--- src/rtl/audio_dac_tx_if.sv ---
// ---------------------------------------------------------------------------
// audio_dac_tx_if
// Stereo sample write channel between the playback logic and the DAC
// serializer. One transfer carries a full stereo frame.
//   valid : producer has a frame on left/right
//   ready : consumer can accept a frame this cycle
//   left  : left channel sample, two's complement
//   right : right channel sample, two's complement
// master = sample producer, slave = audio_dac_tx.
// ---------------------------------------------------------------------------
interface audio_dac_tx_if #(
    parameter int DATA_W = 16
) ();
    logic                     valid;
    logic                     ready;
    logic signed [DATA_W-1:0] left;
    logic signed [DATA_W-1:0] right;

    modport master (output valid, output left, output right, input ready);
    modport slave  (input valid, input left, input right, output ready);
endinterface

--- src/rtl/audio_dac_tx.sv ---
// ---------------------------------------------------------------------------
// audio_dac_tx
// Stereo audio DAC serializer for a codec that is bit/frame clock master.
// Frames are buffered in a small FIFO, attenuated by an arithmetic right
// shift and shifted out MSB first in I2S or left-justified framing.
//   clk, rst_n    : system clock, asynchronous active-low reset
//   s             : stereo frame write channel (valid/ready/left/right)
//   enable        : playback enable, captured at frame start
//   mode          : 0 = I2S (one bit delay), 1 = left-justified
//   atten         : right shift 0..15 applied to both channels
//   bclk, daclrc  : codec bit and frame clocks (asynchronous, oversampled)
//   dacdat        : serial data to the codec
//   fifo_level    : frames currently buffered
//   underrun      : one-cycle pulse when a frame starts with an empty FIFO
//   underrun_cnt  : saturating count of underrun frames
// ---------------------------------------------------------------------------
module audio_dac_tx #(
    parameter int DATA_W     = 16,
    parameter int FIFO_DEPTH = 16
) (
    input  logic                            clk,
    input  logic                            rst_n,
    audio_dac_tx_if.slave                   s,
    input  logic                            enable,
    input  logic                            mode,
    input  logic [3:0]                      atten,
    input  logic                            bclk,
    input  logic                            daclrc,
    output logic                            dacdat,
    output logic [$clog2(FIFO_DEPTH):0]     fifo_level,
    output logic                            underrun,
    output logic [15:0]                     underrun_cnt
);

    localparam int AW = $clog2(FIFO_DEPTH);
    localparam int LW = AW + 1;
    localparam int CW = $clog2(DATA_W + 1);
    localparam logic [CW-1:0] BITS = CW'(DATA_W);

    function automatic logic signed [DATA_W-1:0] attenuate(
        input logic signed [DATA_W-1:0] x,
        input logic [3:0]               sh
    );
        return x >>> sh;
    endfunction

    function automatic logic [15:0] sat_inc(input logic [15:0] c);
        return (c == 16'hFFFF) ? c : c + 16'd1;
    endfunction

    // Codec clock synchronisers: _p0/_p1 synchronise, _p2 is history
    logic bclk_p0, bclk_p1, bclk_p2;
    logic lrc_p0, lrc_p1, lrc_p2;
    logic bf, fs, rs;

    always_ff @(posedge clk or negedge rst_n) begin
        if (!rst_n) begin
            bclk_p0 <= 1'b0;
            bclk_p1 <= 1'b0;
            bclk_p2 <= 1'b0;
            lrc_p0  <= 1'b0;
            lrc_p1  <= 1'b0;
            lrc_p2  <= 1'b0;
            bf      <= 1'b0;
            fs      <= 1'b0;
            rs      <= 1'b0;
        end else begin
            bclk_p0 <= bclk;
            bclk_p1 <= bclk_p0;
            bclk_p2 <= bclk_p1;
            lrc_p0  <= daclrc;
            lrc_p1  <= lrc_p0;
            lrc_p2  <= lrc_p1;
            bf      <= bclk_p2 & ~bclk_p1;
            fs      <= lrc_p2 & ~lrc_p1;
            rs      <= ~lrc_p2 & lrc_p1;
        end
    end

    // Edge pulses registered; FIFO, frame control and serializer act below
    logic [2*DATA_W-1:0] mem [FIFO_DEPTH];
    logic [AW:0]         wr_ptr, rd_ptr;
    logic                push, pop, empty;
    logic [2*DATA_W-1:0] head;
    logic signed [DATA_W-1:0] head_left, head_right;

    assign fifo_level = wr_ptr - rd_ptr;
    assign empty      = (fifo_level == '0);
    assign s.ready    = (fifo_level != LW'(FIFO_DEPTH));
    assign push       = s.valid & s.ready;
    assign pop        = fs & enable & ~empty;
    assign head       = mem[rd_ptr[AW-1:0]];
    assign head_left  = head[2*DATA_W-1:DATA_W];
    assign head_right = head[DATA_W-1:0];

    always_ff @(posedge clk) begin
        if (push) begin
            mem[wr_ptr[AW-1:0]] <= {s.left, s.right};
        end
    end

    // Pointer width is AW+1 so full and empty are distinguishable
    always_ff @(posedge clk or negedge rst_n) begin
        if (!rst_n) begin
            wr_ptr <= '0;
            rd_ptr <= '0;
        end else begin
            if (push) wr_ptr <= wr_ptr + 1'b1;
            if (pop)  rd_ptr <= rd_ptr + 1'b1;
        end
    end

    // Frame-start capture of settings; right sample held raw until its slot
    logic                     en_lat, mode_lat;
    logic [3:0]               atten_lat;
    logic signed [DATA_W-1:0] hold_r;

    always_ff @(posedge clk or negedge rst_n) begin
        if (!rst_n) begin
            en_lat       <= 1'b0;
            mode_lat     <= 1'b0;
            atten_lat    <= 4'd0;
            hold_r       <= '0;
            underrun     <= 1'b0;
            underrun_cnt <= 16'd0;
        end else begin
            underrun <= fs & enable & empty;
            if (fs) begin
                en_lat    <= enable;
                mode_lat  <= mode;
                atten_lat <= atten;
                hold_r    <= pop ? head_right : '0;
                if (enable && empty) begin
                    underrun_cnt <= sat_inc(underrun_cnt);
                end
            end
        end
    end

    // Load selection: at frame start the incoming settings apply directly
    logic signed [DATA_W-1:0] ld_val;
    logic                     ld_mode;

    always_comb begin
        ld_val  = '0;
        ld_mode = mode_lat;
        if (fs) begin
            ld_mode = mode;
            if (pop) ld_val = attenuate(head_left, atten);
        end else if (en_lat) begin
            ld_val = attenuate(hold_r, atten_lat);
        end
    end

    // Serializer: a load takes priority over a shift in the same cycle.
    // bit_cnt counts bits already presented; past DATA_W the line pads 0.
    logic [DATA_W-1:0] shreg;
    logic [CW-1:0]     bit_cnt;

    always_ff @(posedge clk or negedge rst_n) begin
        if (!rst_n) begin
            shreg   <= '0;
            bit_cnt <= '0;
            dacdat  <= 1'b0;
        end else if (fs || rs) begin
            if (ld_mode) begin
                dacdat  <= ld_val[DATA_W-1];
                shreg   <= {ld_val[DATA_W-2:0], 1'b0};
                bit_cnt <= CW'(1);
            end else begin
                dacdat  <= 1'b0;
                shreg   <= ld_val;
                bit_cnt <= '0;
            end
        end else if (bf) begin
            if (bit_cnt < BITS) begin
                dacdat  <= shreg[DATA_W-1];
                shreg   <= {shreg[DATA_W-2:0], 1'b0};
                bit_cnt <= bit_cnt + CW'(1);
            end else begin
                dacdat <= 1'b0;
            end
        end
    end

endmodule
--- src/flat_wrapper.sv ---
// flat-port wrapper written by rule: the top's interface ports become plain ports
module audio_dac_tx_flat 
#(
    parameter int DATA_W     = 16,
    parameter int FIFO_DEPTH = 16
)
  (clk, rst_n, enable, mode, atten, bclk, daclrc, dacdat, fifo_level, underrun, underrun_cnt, s_valid, s_left, s_right, s_ready);
  audio_dac_tx_if #(.DATA_W(DATA_W)) s_i ();
  input  logic clk;
  input  logic rst_n;
  input  logic enable;
  input  logic mode;
  input  logic [3:0] atten;
  input  logic bclk;
  input  logic daclrc;
  output logic dacdat;
  output logic [$clog2(FIFO_DEPTH):0] fifo_level;
  output logic underrun;
  output logic [15:0] underrun_cnt;
  input wire logic [$bits(s_i.valid)-1:0] s_valid;
  input wire logic [$bits(s_i.left)-1:0] s_left;
  input wire logic [$bits(s_i.right)-1:0] s_right;
  output wire logic [$bits(s_i.ready)-1:0] s_ready;
  assign s_i.valid = s_valid;
  assign s_i.left = s_left;
  assign s_i.right = s_right;
  assign s_ready = s_i.ready;
  audio_dac_tx #(.DATA_W(DATA_W), .FIFO_DEPTH(FIFO_DEPTH)) u_core (.clk(clk), .rst_n(rst_n), .s(s_i), .enable(enable), .mode(mode), .atten(atten), .bclk(bclk), .daclrc(daclrc), .dacdat(dacdat), .fifo_level(fifo_level), .underrun(underrun), .underrun_cnt(underrun_cnt));
endmodule
--- config.mk ---
export PLATFORM = sky130hd
export DESIGN_NAME = audio_dac_tx_flat
export DESIGN_NICKNAME = d
export VERILOG_FILES = /design/src/rtl/audio_dac_tx_if.sv /design/src/rtl/audio_dac_tx.sv /design/src/flat_wrapper.sv
export SDC_FILE = /design/constraint.sdc
export NUM_CORES = 1
export LEC_CHECK = 0
export CORE_ASPECT_RATIO = 2
export CORE_UTILIZATION = 60
export DETAILED_ROUTE_END_ITERATION = 16
export HOLD_SLACK_MARGIN = 0.1
export PLACE_DENSITY = 0.87
export SYNTH_ARGS = -nofsm -noshare
export SYNTH_HDL_FRONTEND = slang
export SYNTH_SLANG_ARGS = --single-unit
--- constraint.sdc ---
create_clock -name clk -period 10.5 [get_ports clk]
set_input_delay 1.05 -clock clk [delete_from_list [all_inputs] [get_ports clk]]
set_output_delay 1.05 -clock clk [all_outputs]
set_load 0.01 [all_outputs]
Word-level counts from Yosys, hierarchy flattened

Memory sizes are Yosys's and may differ from the RTL's.
Cells that the tools add are included.

Bits in registers: 80
Bits in writable memories: 512
Bits of input ports: 43
Output and inout port bits: 24
Word-level logic and storage cells: 69
Memories kept: 1

Add/sub/neg operators: 5
$lt $le $gt $ge: 1
Equality and inequality tests: 2
Shift operators: 2
Muxes and demuxes: 19
Bitwise gates (word level): 12
Reductions and logical operators: 7

Memories:

| name       | words | bits a word | read ports | clocked after Yosys merged registers in | wr ports | RTL line           | RTL |
|---|---|---|---|---|---|---|---|
| u_core.mem | 16    | 32          | 1          | 0                                       | 1        | audio_dac_tx.sv:81 | `logic [2*DATA_W-1:0] mem [FIFO_DEPTH];` |

Operator list:

| cell                  | number |
|---|---|
| $mux 16               | 8 |
| $sshr 16x4->16        | 2 |
| $add 16x1->16 const B | 1 |
| $eq 16x16->1 const B  | 1 |
| $add 5x1->5 const B   | 3 |
| $mux 5                | 3 |
| $mux 1                | 8 |
| $and 1x1->1           | 7 |
| $logic_not 5->1       | 1 |
| $lt 5x5->1 const B    | 1 |
| $ne 5x5->1 const B    | 1 |
| $not 1->1             | 5 |
| $sub 5x5->5           | 1 |
| $reduce_bool 2->1     | 2 |
| $reduce_and 3->1      | 1 |
| $reduce_and 2->1      | 1 |
| $logic_and 1x1->1     | 1 |
| $logic_or 1x1->1      | 1 |

Longest topological paths before layout

Gate-level depths: netlist (run 1).

Depth after elaboration: 8
Gate-level depth with buffers: 13
Depth with buffers taken out: 12

Least setup slack after synthesis (run 1)

Ideal clock, no wire load.

Path kind: flip-flop to flip-flop
From: reg u_core.rd_ptr[3]
To: mem u_core.mem[3][0] (netlist bit), enable pin
Setup time: 0.461 ns
Arrival: 5.589 ns
Data required time: 10.039 ns
Setup slack: 4.450 ns
Cell stages (with the launch flop): 13
Buffers on the path: 4
Clock period less this slack: 6.050 ns
Path through: dfrtp_1 > buf_2 > inv_2 > clkbuf_1 > buf_1 > clkbuf_1 > ha_1 > o21ai_0 > and2_1 > nor2_1 > a21boi_1 > nand2_1 > nor3_1

Longest elaborated chain between the ends: 5

RTL lines:

| what                         | RTL line            | RTL |
|---|---|---|
| start, declared              | audio_dac_tx.sv:82  | `logic [AW:0] wr_ptr, rd_ptr;` |
| start signal, assigned       | audio_dac_tx.sv:109 | `if (pop) rd_ptr <= rd_ptr + 1'b1;` |
| $sub 5x5->5                  | audio_dac_tx.sv:87  | `assign fifo_level = wr_ptr - rd_ptr;` |
| net fifo_level[3]            | flat_wrapper.sv:17  | `output logic [$clog2(FIFO_DEPTH):0] fifo_level;` |
| $ne 5x5->1                   | audio_dac_tx.sv:89  | `assign s.ready = (fifo_level != LW'(FIFO_DEPTH));` |
| $and 1x1->1                  | audio_dac_tx.sv:90  | `assign push = s.valid & s.ready;` |
| $mux 1                       | audio_dac_tx.sv:97  | `if (push) begin` |
| $mux 1 (implied by the code) | audio_dac_tx.sv:98  | `mem[wr_ptr[AW-1:0]] <= {s.left, s.right};` |
| end, declared                | audio_dac_tx.sv:81  |  |

The timed path passes the listed nets, and every way through them passes these cells.

Worst setup path after layout (run 1)

From: reg u_core.rd_ptr[1]
To: mem u_core.mem[3][24] (netlist bit), enable pin

Longest elaborated chain between the ends: 5

RTL lines:

| what                         | RTL line |
|---|---|
| $sub 5x5->5                  | audio_dac_tx.sv:87 |
| $ne 5x5->1                   | audio_dac_tx.sv:89 |
| $and 1x1->1                  | audio_dac_tx.sv:90 |
| $mux 1                       | audio_dac_tx.sv:97 |
| $mux 1 (implied by the code) | audio_dac_tx.sv:98 |

Every way passes these cells.

==> results of run 1 <==
synth_stat cells, types with 3 or more instances:
cell type	instances	area share, %
inv_1	33	0.49
clkbuf_1	50	0.75
xor2_1	11	0.38
xnor2_1	17	0.59
a22o_1	5	0.17
a2bb2oi_1	3	0.10
a22oi_2	3	0.15
buf_1	8	0.12
a21oi_1	26	0.52
nand2b_1	5	0.12
nand4_1	11	0.27
buf_6	5	0.22
a21o_1	3	0.090
o22ai_1	14	0.35
ha_1	11	0.55
a31oi_1	6	0.15
mux2_2	28	1.3
a211o_1	5	0.17
mux4_2	147	13
or3_1	4	0.10
and2_1	5	0.12
a211oi_1	16	0.48
o21ai_1	17	0.34
o21ai_0	19	0.38
o21a_1	3	0.090
mux2i_1	54	2.2
nor2_1	62	0.93
nor4_1	5	0.12
a22oi_1	11	0.33
and3_1	3	0.075
mux4_1	5	0.52
nor3_1	29	0.58
nor2b_1	17	0.42
nand2_1	74	1.1
dfrtp_1	80	8.0
a41oi_1	4	0.14
o221a_1	3	0.13
a311oi_1	3	0.10
buf_2	14	0.28
edfxtp_1	512	61
nand3_1	16	0.32
o211ai_1	4	0.12
a221o_1	4	0.16
a221oi_1	11	0.38
through the flow:
step	setup slack (ps)	utilization (%)	hold slack [ps]
2_1_floorplan	4450	-	331.2
3_3_place_gp	5289	63.82	349.7
3_5_place_dp	5121	63.82	347.8
4_1_cts	4922	67.73	368.4
5_1_grt	4578	67.73	382.2
6_report	4911	67.73	371.7
kinds of logic after synthesis:
logic type	count (synthesis)
mux	234
flops	592
compound gates	185
xor+xnor	28
fa+ha+maj	12
simple gates	241
buf+inv	116
power by group through the flow:
stage               clock [mW]  sequential (mW)  combinational [mW]
floorplan                    0             2.97                1.77
global placement             0             3.11                2.35
detailed placement           0             3.13                2.41
CTS                       1.86             3.10                2.45
global route              1.94             3.12                2.61
finish                    1.85             3.10                2.48
sequential cells by signal, indices dropped and copies added, names as in the netlist, 4 cells and up:
register,count
u_core.shreg,16
u_core.hold_r,16
u_core.wr_ptr,5
u_core.atten_lat,4
u_core.underrun_cnt,16
u_core.rd_ptr,5
u_core.mem,512
u_core.bit_cnt,5
layer usage:
metal	GRT usage [%]	vias to the layer above	part of all wire (%)
met2	53.17	896	54
met4	19.69	0	6.5
li1	-	5810	-
met5	0	-	0
met3	4.310	236	7.0
met1	34.51	7148	33
worst max-delay path, cell delays in order (launching register included):
cell      delay (ps)
dfrtp_4          940
inv_1            530
ha_1             430
nor2b_1          140
o21a_1           180
o21ai_0          250
and2_1           200
nor2_1            70
a21boi_1         600
nand2_1          370
nor3_2           910
buf_4            560
placed cells by master (no fill, tap or decap), types with 17 or more instances in the layout:
cell             Yosys  layout
o21ai_0             19      19
nand2_1             74      74
xnor2_1             17      17
nor2_1              62      50
edfxtp_1           512     512
buf_4                1      17
clkbuf_16            0      50
dfrtp_1             80      77
o21ai_1             17      17
nor3_1              29      25
a21oi_1             26      26
clkdlybuf4s50_1      0      65
mux4_2             147     147
mux2_2              28      28
inv_1               33      32
mux2i_1             54      54
worst paths after layout:
check,endpoint,start,cells past startpoint
max,u_core.mem[3][24],u_core.rd_ptr[1],11
min,u_core.bclk_p1,u_core.bclk_p0,0
max reg2reg,u_core.mem[3][24],u_core.rd_ptr[1],11
min reg2reg,u_core.bclk_p1,u_core.bclk_p0,0
max in group asynchronous,u_core.rd_ptr[1],rst_n,1
min in group asynchronous,u_core.shreg[4],rst_n,1
cell type report:
cell class,count,area (sq um)
antenna,1,2.502
timing repair buffer,82,778.2
tap,535,669.4
clock buffer,60,1289
inverter,36,135.1
fill,2546,13270
multi-input combinational,700,7273
clock inverter,30,320.3
sequential,592,17390
==> reports/qor.yml, run 1 <==
timing:
  slew_headroom_pct: 12.52
  min_period_ps: 5589
  max_freq_ghz: 0.1789
  drv_slew: 0
  final_hold_viol_count: 0
  post-route-period-util_pct: 53.23
  setup_tns_ps: 0
  tightest_slew_ps: 1309
  setup_violations: 0
  clock_skew_ps: 23.93
  rsz0062_at_grt: "false"
worst_setup_path:
  worstPathArrival_ps: 5810
  r2r_slack_ps: 4910
  worstSetupEndpointType: "flip-flop"
  crit_path_max_fanout: 54
  worstPathRequired_ps: 10720
  critical_path_class: "reg2reg"
  startpoint_type: "flip-flop"
floorplanning:
  die_area_sq_um: 42630
  core_region_area_sq_um: 41120
  initial_utilization_pct: 60.93
  ios: 67
  die_h_um: 291.0
  die_w_um: 146.5
  row_count: 105
logic_synthesis:
  synthSimpleGateAreaFrac_pct: 4.505
  yosysWarnings: 0
  synth-seq-area-share_pct: 69.36
  synth_fa_ha_area_share_pct: 0.6292
  avgSynthCellArea_sq_um: 17.79
  syn_inst: 1408
  ys_async_sr_fraction_pct: 13.51
  synth-xor-area-share_pct: 0.9788
  synth_compound_area_share_pct: 5.334
  synthMuxAreaShare_pct: 17.15
  synthFlopType: "edfxtp_1"
  yosys_register_bits: 592
  synth_edf_count: 512
  synth_nets: 1463
  synth_top_family_by_area: "multiplexers"
  synth.distinct_cells: 76
  netlist_area_sq_um: 25050
finish:
  syn2layout_area_growth_pct: 11.17
  final_area_sq_um: 27850
  final_net_count: 1516
  drive_above_1_share_pct: 19.93
  stdcell_count: 2036
placement:
  dp_cells: 1945
  portBuffers: 66
  dpl_cell_area_sq_um: 26240
  hpwl_um: 37830
  gp_congestion: 0.9826
clock_tree:
  numCtsBuffers: 49
  h-tree-depth: 2
  root_buffer: "clkbuf_16"
  ctsResizeCount: 0
  post_cts_buffers: 0
  hold_buffers: 0
  clockBufferDepth: 3
  insertion_delay_ps: 590
  cts_tree: "done"
  cts.sinks: 592
  clk_pin_slew_worst_paths_ps: 70
power_and_ir_drop:
  cellInternalPower_mw: 4.947
  p_leak_nw: 9.260
  combPwrFrac_pct: 33.4
  switching_share_pct: 33.38
  power.density_nw_per_um2: 266.6
  power_frac_seq_pct: 41.7
  p_total_mw: 7.425
  p_clk_share_pct: 24.9
  peakVddDrop_v: 0.0002084
  p_switching_mw: 2.478
routing:
  vias_per_cell: 6.920
  vias: 14090
  drt_iter0_markers: 1639
  wirelength_um: 62570
  drc: 0
  detail-route-antenna-nets: 0
  drt_pre_antenna_iters: 6
  wire_per_inst_um: 30.73
global_route:
  track_usage_pct: 30.30
  grt_overflow_total: 0
  grt_max_degree: 81
  grt_antenna_before_repair: 1
  grt_pass1_vias: 14670
  grt_pass1_wl_um: 93250
worst_hold_path:
  hp-class: "reg2reg"
run_status:
  status: "complete, no violations"
flow_run:
  maxCapViolations: 0
Note: power is estimated with default switching activity, not from simulation.
==> run 2, diff against run 1 <==
- clock period: 10.5 -> 5.3 ns (I/O delays scaled with it)
==> run 2 against run 1 <==
Compared with the run above:
- core utilization rose by 0.59 points
- hold slack worse by 260 ps
- sequential share of layout area fell by 0.54 points
- sequential power increased by 93%
- cell count increased by 0.39%
- clock-buffer cell count is 2 lower
- largest cell class unchanged
==> reports/qor.yml, run 2 (same netlist as run 1, synthesis figures left out) <==
worst_setup_path:
  r2r_slack_ps: 1140
  crit_path_max_fanout: 32
  timing.rr.end: "u_core.mem[4][24]"
  r2r-start: "u_core.rd_ptr[1]"
  reg2reg_depth: 11
  worstSetupEndpointType: "flip-flop"
  startpoint_type: "flip-flop"
  slowest_stage: "buf_4"
  crit_chain: "inv_1 -> ha_1 -> nor2b_1 -> o21a_1 -> o21ai_0 -> and2_1 -> nor2_1 -> a21boi_1 -> nand2_1 -> nor2_4 -> buf_4"
  worstPathRequired_ps: 5510
  slowest_delay_ps: 600
  worstPathArrival_ps: 4370
  critical_path_class: "reg2reg"
global_route:
  grt_overflow_total: 0
  grt_pass1_vias: 14770
  grt_pass1_wl_um: 95320
  track_usage_pct: 31.14
  grt_antenna_before_repair: 1
  grt_max_degree: 120
clock_tree:
  cts_tree: "done"
  clockBufferDepth: 3
  h-tree-depth: 2
  hold_buffers: 0
  post_cts_buffers: 0
  insertion_delay_ps: 590
  numCtsBuffers: 48
  cts.sinks: 592
  clk_pin_slew_worst_paths_ps: 60
  root_buffer: "clkbuf_16"
  ctsResizeCount: 0
flow_run:
  maxCapViolations: 0
floorplanning:
  die_w_um: 146.5
  core_region_area_sq_um: 41120
  row_count: 105
  die_area_sq_um: 42630
  ios: 67
  initial_utilization_pct: 60.93
  die_h_um: 291.0
routing:
  drc: 0
  drt_pre_antenna_iters: 6
  vias_per_cell: 7.049
  vias: 14410
  detail-route-antenna-nets: 0
  wire_per_inst_um: 31.57
  wirelength_um: 64530
  drt_iter0_markers: 1613
finish:
  largest_reg_flops: 512
  final_area_sq_um: 28100
  final_net_count: 1527
  syn2layout_area_growth_pct: 12.14
  final_common_cell: "edfxtp_1"
  final_util_pct: 68.33
  final_cell_mix: "edfxtp_1 (512), mux4_2 (147), dfrtp_1 (77), nand2_1 (74), clkdlybuf4s50_1 (65)"
  drive_above_1_share_pct: 20.61
  antenna_cells: 0
power_and_ir_drop:
  power.density_nw_per_um2: 536.4
  p_switching_mw: 5.023
  peakVddDrop_v: 0.0003120
  combPwrFrac_pct: 34.5
  cellInternalPower_mw: 10.05
  p_clk_share_pct: 25.8
  power_frac_seq_pct: 39.7
  p_leak_nw: 9.364
  switching_share_pct: 33.33
timing:
  clock_skew_ps: 22.09
  tightest_slew_ps: 1002
  setup_tns_ps: 0
  min_period_ps: 4159
  post-route-period-util_pct: 78.47
  drv_slew: 0
  final_hold_viol_count: 0
  slew_headroom_pct: 32.81
  max_freq_ghz: 0.2405
  setup_violations: 0
  rsz0062_at_grt: "false"
placement:
  gp_congestion: 0.9738
  portBuffers: 66
  dpl_cell_area_sq_um: 26380
  hpwl_um: 37630
worst_hold_path:
  hp-class: "in2async"
run_status:
  status: "complete, no violations"
run 2: cell count changes in the layout (fill, tap and decap cells not counted), moves of 3 or more:
cell	previous run	this run
nor3_2	5	1
nor3_4	0	4
clkinv_2	10	1
clkinvlp_4	2	5
buf_4	17	27
inv_6	5	2
bufinv_16	5	10
run 2: stage by stage:
stage / std cells / setup slack (ps) / hold WS (ps) / total power, mW
after floorplan: 1408 / 102.8 / 234.4 / 9.398
after global placement: 1957 / 1418 / 349.1 / 10.93
after detailed placement: 1957 / 1239 / 348.9 / 11.12
after CTS: 2044 / 1164 / 146.6 / 15.01
after global routing: 2044 / 973.5 / 207.8 / 15.52
final: 2044 / 1141 / 110.2 / 15.07
run 2: final cells by class:
cell class	instances	area [sq um]
sequential	592	17390
tap	535	669.4
clock buffer	58	1260
timing repair buffer	94	893.4
clock inverter	29	454.2
inverter	36	135.1
multi-input combinational	700	7298
fill	2479	13030
run 2: layer usage:
metal / GRT usage [%] / up-vias / part of all wire (%)
met4: 19.64 / 0 / 6.8
met1: 35.22 / 7346 / 32
li1: - / 5821 / -
met2: 55.01 / 967 / 53
met3: 4.624 / 274 / 7.6
met5: 0 / - / 0
run 2: power by group through the flow:
stage               logic (mW)  registers [mW]  clock network, mW
floorplan                 3.51            5.88                  0
global placement          4.94            5.99                  0
detailed placement        5.07            6.05                  0
CTS                       5.13            5.97               3.92
global route              5.44            6.01               4.07
finish                    5.20            5.98               3.89
run 2: worst max-delay path: cells and delay by family (launching register included):
kind | cells | cell delay (ps)
AO/OA/AOI/OAI | 3 | 1040
AND/OR/NAND/NOR | 5 | 1030
buffers and inverters | 2 | 920
flip-flops | 1 | 490
adder cells (fa/ha/maj) | 1 | 300
run 2: how the worst max path moves through the flow:
| stage | startpoint | end | slack, ps | cells past startpoint |
|---|---|---|---|---|
| after detailed placement | u_core.rd_ptr[1] | u_core.mem[5][1] | 1240 | 11 |
| final | u_core.rd_ptr[1] | u_core.mem[4][24] | 1140 | 11 |
| after floorplan | u_core.rd_ptr[3] | u_core.mem[7][0] | 100 | 12 |
| after CTS | u_core.rd_ptr[1] | u_core.mem[4][24] | 1160 | 11 |
| after global placement | u_core.rd_ptr[1] | u_core.mem[12][27] | 1420 | 11 |
| after global routing | u_core.rd_ptr[1] | u_core.mem[4][24] | 970 | 11 |
==> run 3, diff against run 2 <==
- clock period: 5.3 -> 4.3 ns (I/O delays scaled with it)
==> run 3 against run 2 <==
Compared with the run above:
- routed wire length down 0.17%
- sequential power up 24%
- setup slack worse by 770 ps
- via count up 0.22%
- non-clock buffer count up 18
- sequential cell count unchanged
- clock power up 12%
- maximum frequency up 5.8%
- global-route usage down 0.097 points
- register-to-register slack worse by 770 ps
- hold slack better by 180 ps
==> reports/qor.yml, run 3 (same netlist as run 1, synthesis figures left out) <==
run_status:
  status: "complete, no violations"
placement:
  dpl_cell_area_sq_um: 26620
  portBuffers: 66
  gp_congestion: 0.9510
  hpwl_um: 38170
clock_tree:
  clk_pin_slew_worst_paths_ps: 70
  clockBufferDepth: 3
  numCtsBuffers: 48
  insertion_delay_ps: 590
  h-tree-depth: 2
  cts.sinks: 592
  root_buffer: "clkbuf_16"
  post_cts_buffers: 0
  cts_tree: "done"
worst_setup_path:
  worstSetupEndpointType: "flip-flop"
  slowest_delay_ps: 700
  startpoint_type: "flip-flop"
  crit_path_max_fanout: 32
  crit_chain: "ha_1 -> inv_1 -> fa_1 -> a21o_1 -> a21oi_1 -> xnor2_1 -> a21boi_2 -> nand2_1 -> nor3_4 -> buf_4"
  worstPathArrival_ps: 4140
  crit_family: "compound AO/OA/AOI/OAI gates"
  r2r_slack_ps: 370
  worstPathRequired_ps: 4510
  critical_path_class: "reg2reg"
  slowest_stage: "dfrtp_4"
  path_buf_inv: 2
finish:
  final_cell_mix: "edfxtp_1 (512), mux4_2 (147), dfrtp_1 (78), nand2_1 (74), clkdlybuf4s50_1 (65)"
  final_net_count: 1545
  syn2layout_area_growth_pct: 12.38
  largest_reg_flops: 512
  nFillCells: 2517
  final_common_cell: "edfxtp_1"
  final_area_sq_um: 28160
  drive_above_1_share_pct: 21.40
worst_hold_path:
  hp-class: "in2reg"
routing:
  wirelength_um: 64430
  drc: 0
  vias_per_cell: 6.992
  detail-route-antenna-nets: 0
  drt_pre_antenna_iters: 8
  wire_per_inst_um: 31.20
  vias: 14440
  drt_iter0_markers: 1563
power_and_ir_drop:
  power.density_nw_per_um2: 646.0
  power_frac_seq_pct: 40.7
  peakVddDrop_v: 0.0003744
  switching_share_pct: 33.72
  p_leak_nw: 9.423
  p_switching_mw: 6.132
  cellInternalPower_mw: 12.06
  p_clk_share_pct: 23.9
  p_total_mw: 18.19
  combPwrFrac_pct: 35.4
timing:
  final_hold_viol_count: 0
  min_period_ps: 3930
  max_freq_ghz: 0.2544
  slew_headroom_pct: 34.15
  drv_slew: 0
  post-route-period-util_pct: 91.40
  clock_skew_ps: 16.67
  tightest_slew_ps: 987.8
  setup_violations: 0
  rsz0062_at_grt: "false"
  setup_tns_ps: 0
floorplanning:
  core_region_area_sq_um: 41120
  die_w_um: 146.5
  row_count: 105
  ios: 67
  initial_utilization_pct: 60.93
  die_area_sq_um: 42630
  die_h_um: 291.0
global_route:
  track_usage_pct: 31.04
  grt_max_degree: 120
  grt_antenna_before_repair: 2
  grt_pass1_vias: 14850
  grt_overflow_total: 0
  grt_pass1_wl_um: 95230
flow_run:
  maxCapViolations: 0
-- run 3: changes by cell type in the layout (fill, tap and decap cells not counted), moves of 4 or more --
cell	previous run	this run
buf_12	2	11
clkinvlp_4	5	1
buf_4	27	35
clkinv_2	1	15
bufinv_16	10	3
-- run 3: power by group through the flow --
stage | Combinational (mW) | Clock, mW | Sequential (mW)
6_report | 6.44 | 4.34 | 7.40
5_1_grt | 6.74 | 4.58 | 7.44
4_1_cts | 6.39 | 4.38 | 7.39
3_5_place_dp | 6.28 | 0 | 7.49
3_3_place_gp | 6.17 | 0 | 7.42
2_1_floorplan | 4.39 | 0 | 7.24
-- run 3: worst reg2reg max path, stage by stage (launching register included) --
cell      delay [ps]
dfrtp_4          700
ha_1             250
inv_1             60
fa_1             400
a21o_1           180
a21oi_1          190
xnor2_1          180
a21boi_2         420
nand2_1          390
nor3_4           250
buf_4            500
-- run 3: area by class of cell --
cell class              instances  area (sq um)  area share [%]
flip-flops and latches        592         17380           61.74
multi-input cells             700          7302           25.93
clock buffers                  60          1287           4.573
repair buffers                112          1144           4.062
well taps                     535         669.4           2.377
clock inverters                28         229.0          0.8132
inverters                      36         135.1          0.4799
diodes                          2         5.005         0.01778
-- run 3: path summary, 6_finish.rpt --
path	start	endpoint	cells after the start
hold / removal	daclrc	u_core.lrc_p0	1
max in group asynchronous	rst_n	u_core.rd_ptr[1]	2
min in group asynchronous	rst_n	u_core.bit_cnt[1]	2
setup / recovery	u_core.rd_ptr[0]	u_core.mem[0][28]	10
setup reg to reg	u_core.rd_ptr[0]	u_core.mem[0][28]	10
hold reg to reg	u_core.bclk_p1	u_core.bclk_p2	0
-- run 3: routing by layer --
layer	vias up	wire, um	track usage [%]
met5	-	0	0
met1	7371	20950	35.26
met3	266	4598	4.342
met2	949	34640	54.82
li1	5853	-	-
met4	0	4239	19.69
-- run 3: through the flow --
stage	util [%]	setup slack [ps]	hold slack, ps	instances
2_1_floorplan	-	125.9	134.4	1408
3_3_place_gp	64.75	611.6	346.2	1974
3_5_place_dp	64.75	439.0	365.4	1974
4_1_cts	68.46	381.9	282.6	2063
5_1_grt	68.47	197.2	294.3	2065
6_report	68.47	369.9	294.1	2065
-- run 3: repair_timing --
item | CTS | global route
hold buffers | 1 | 0
endpoints found under the hold margin | 80 | 0
endpoints found under the setup margin | 0 | 0
gates resized for setup | 0 | 0
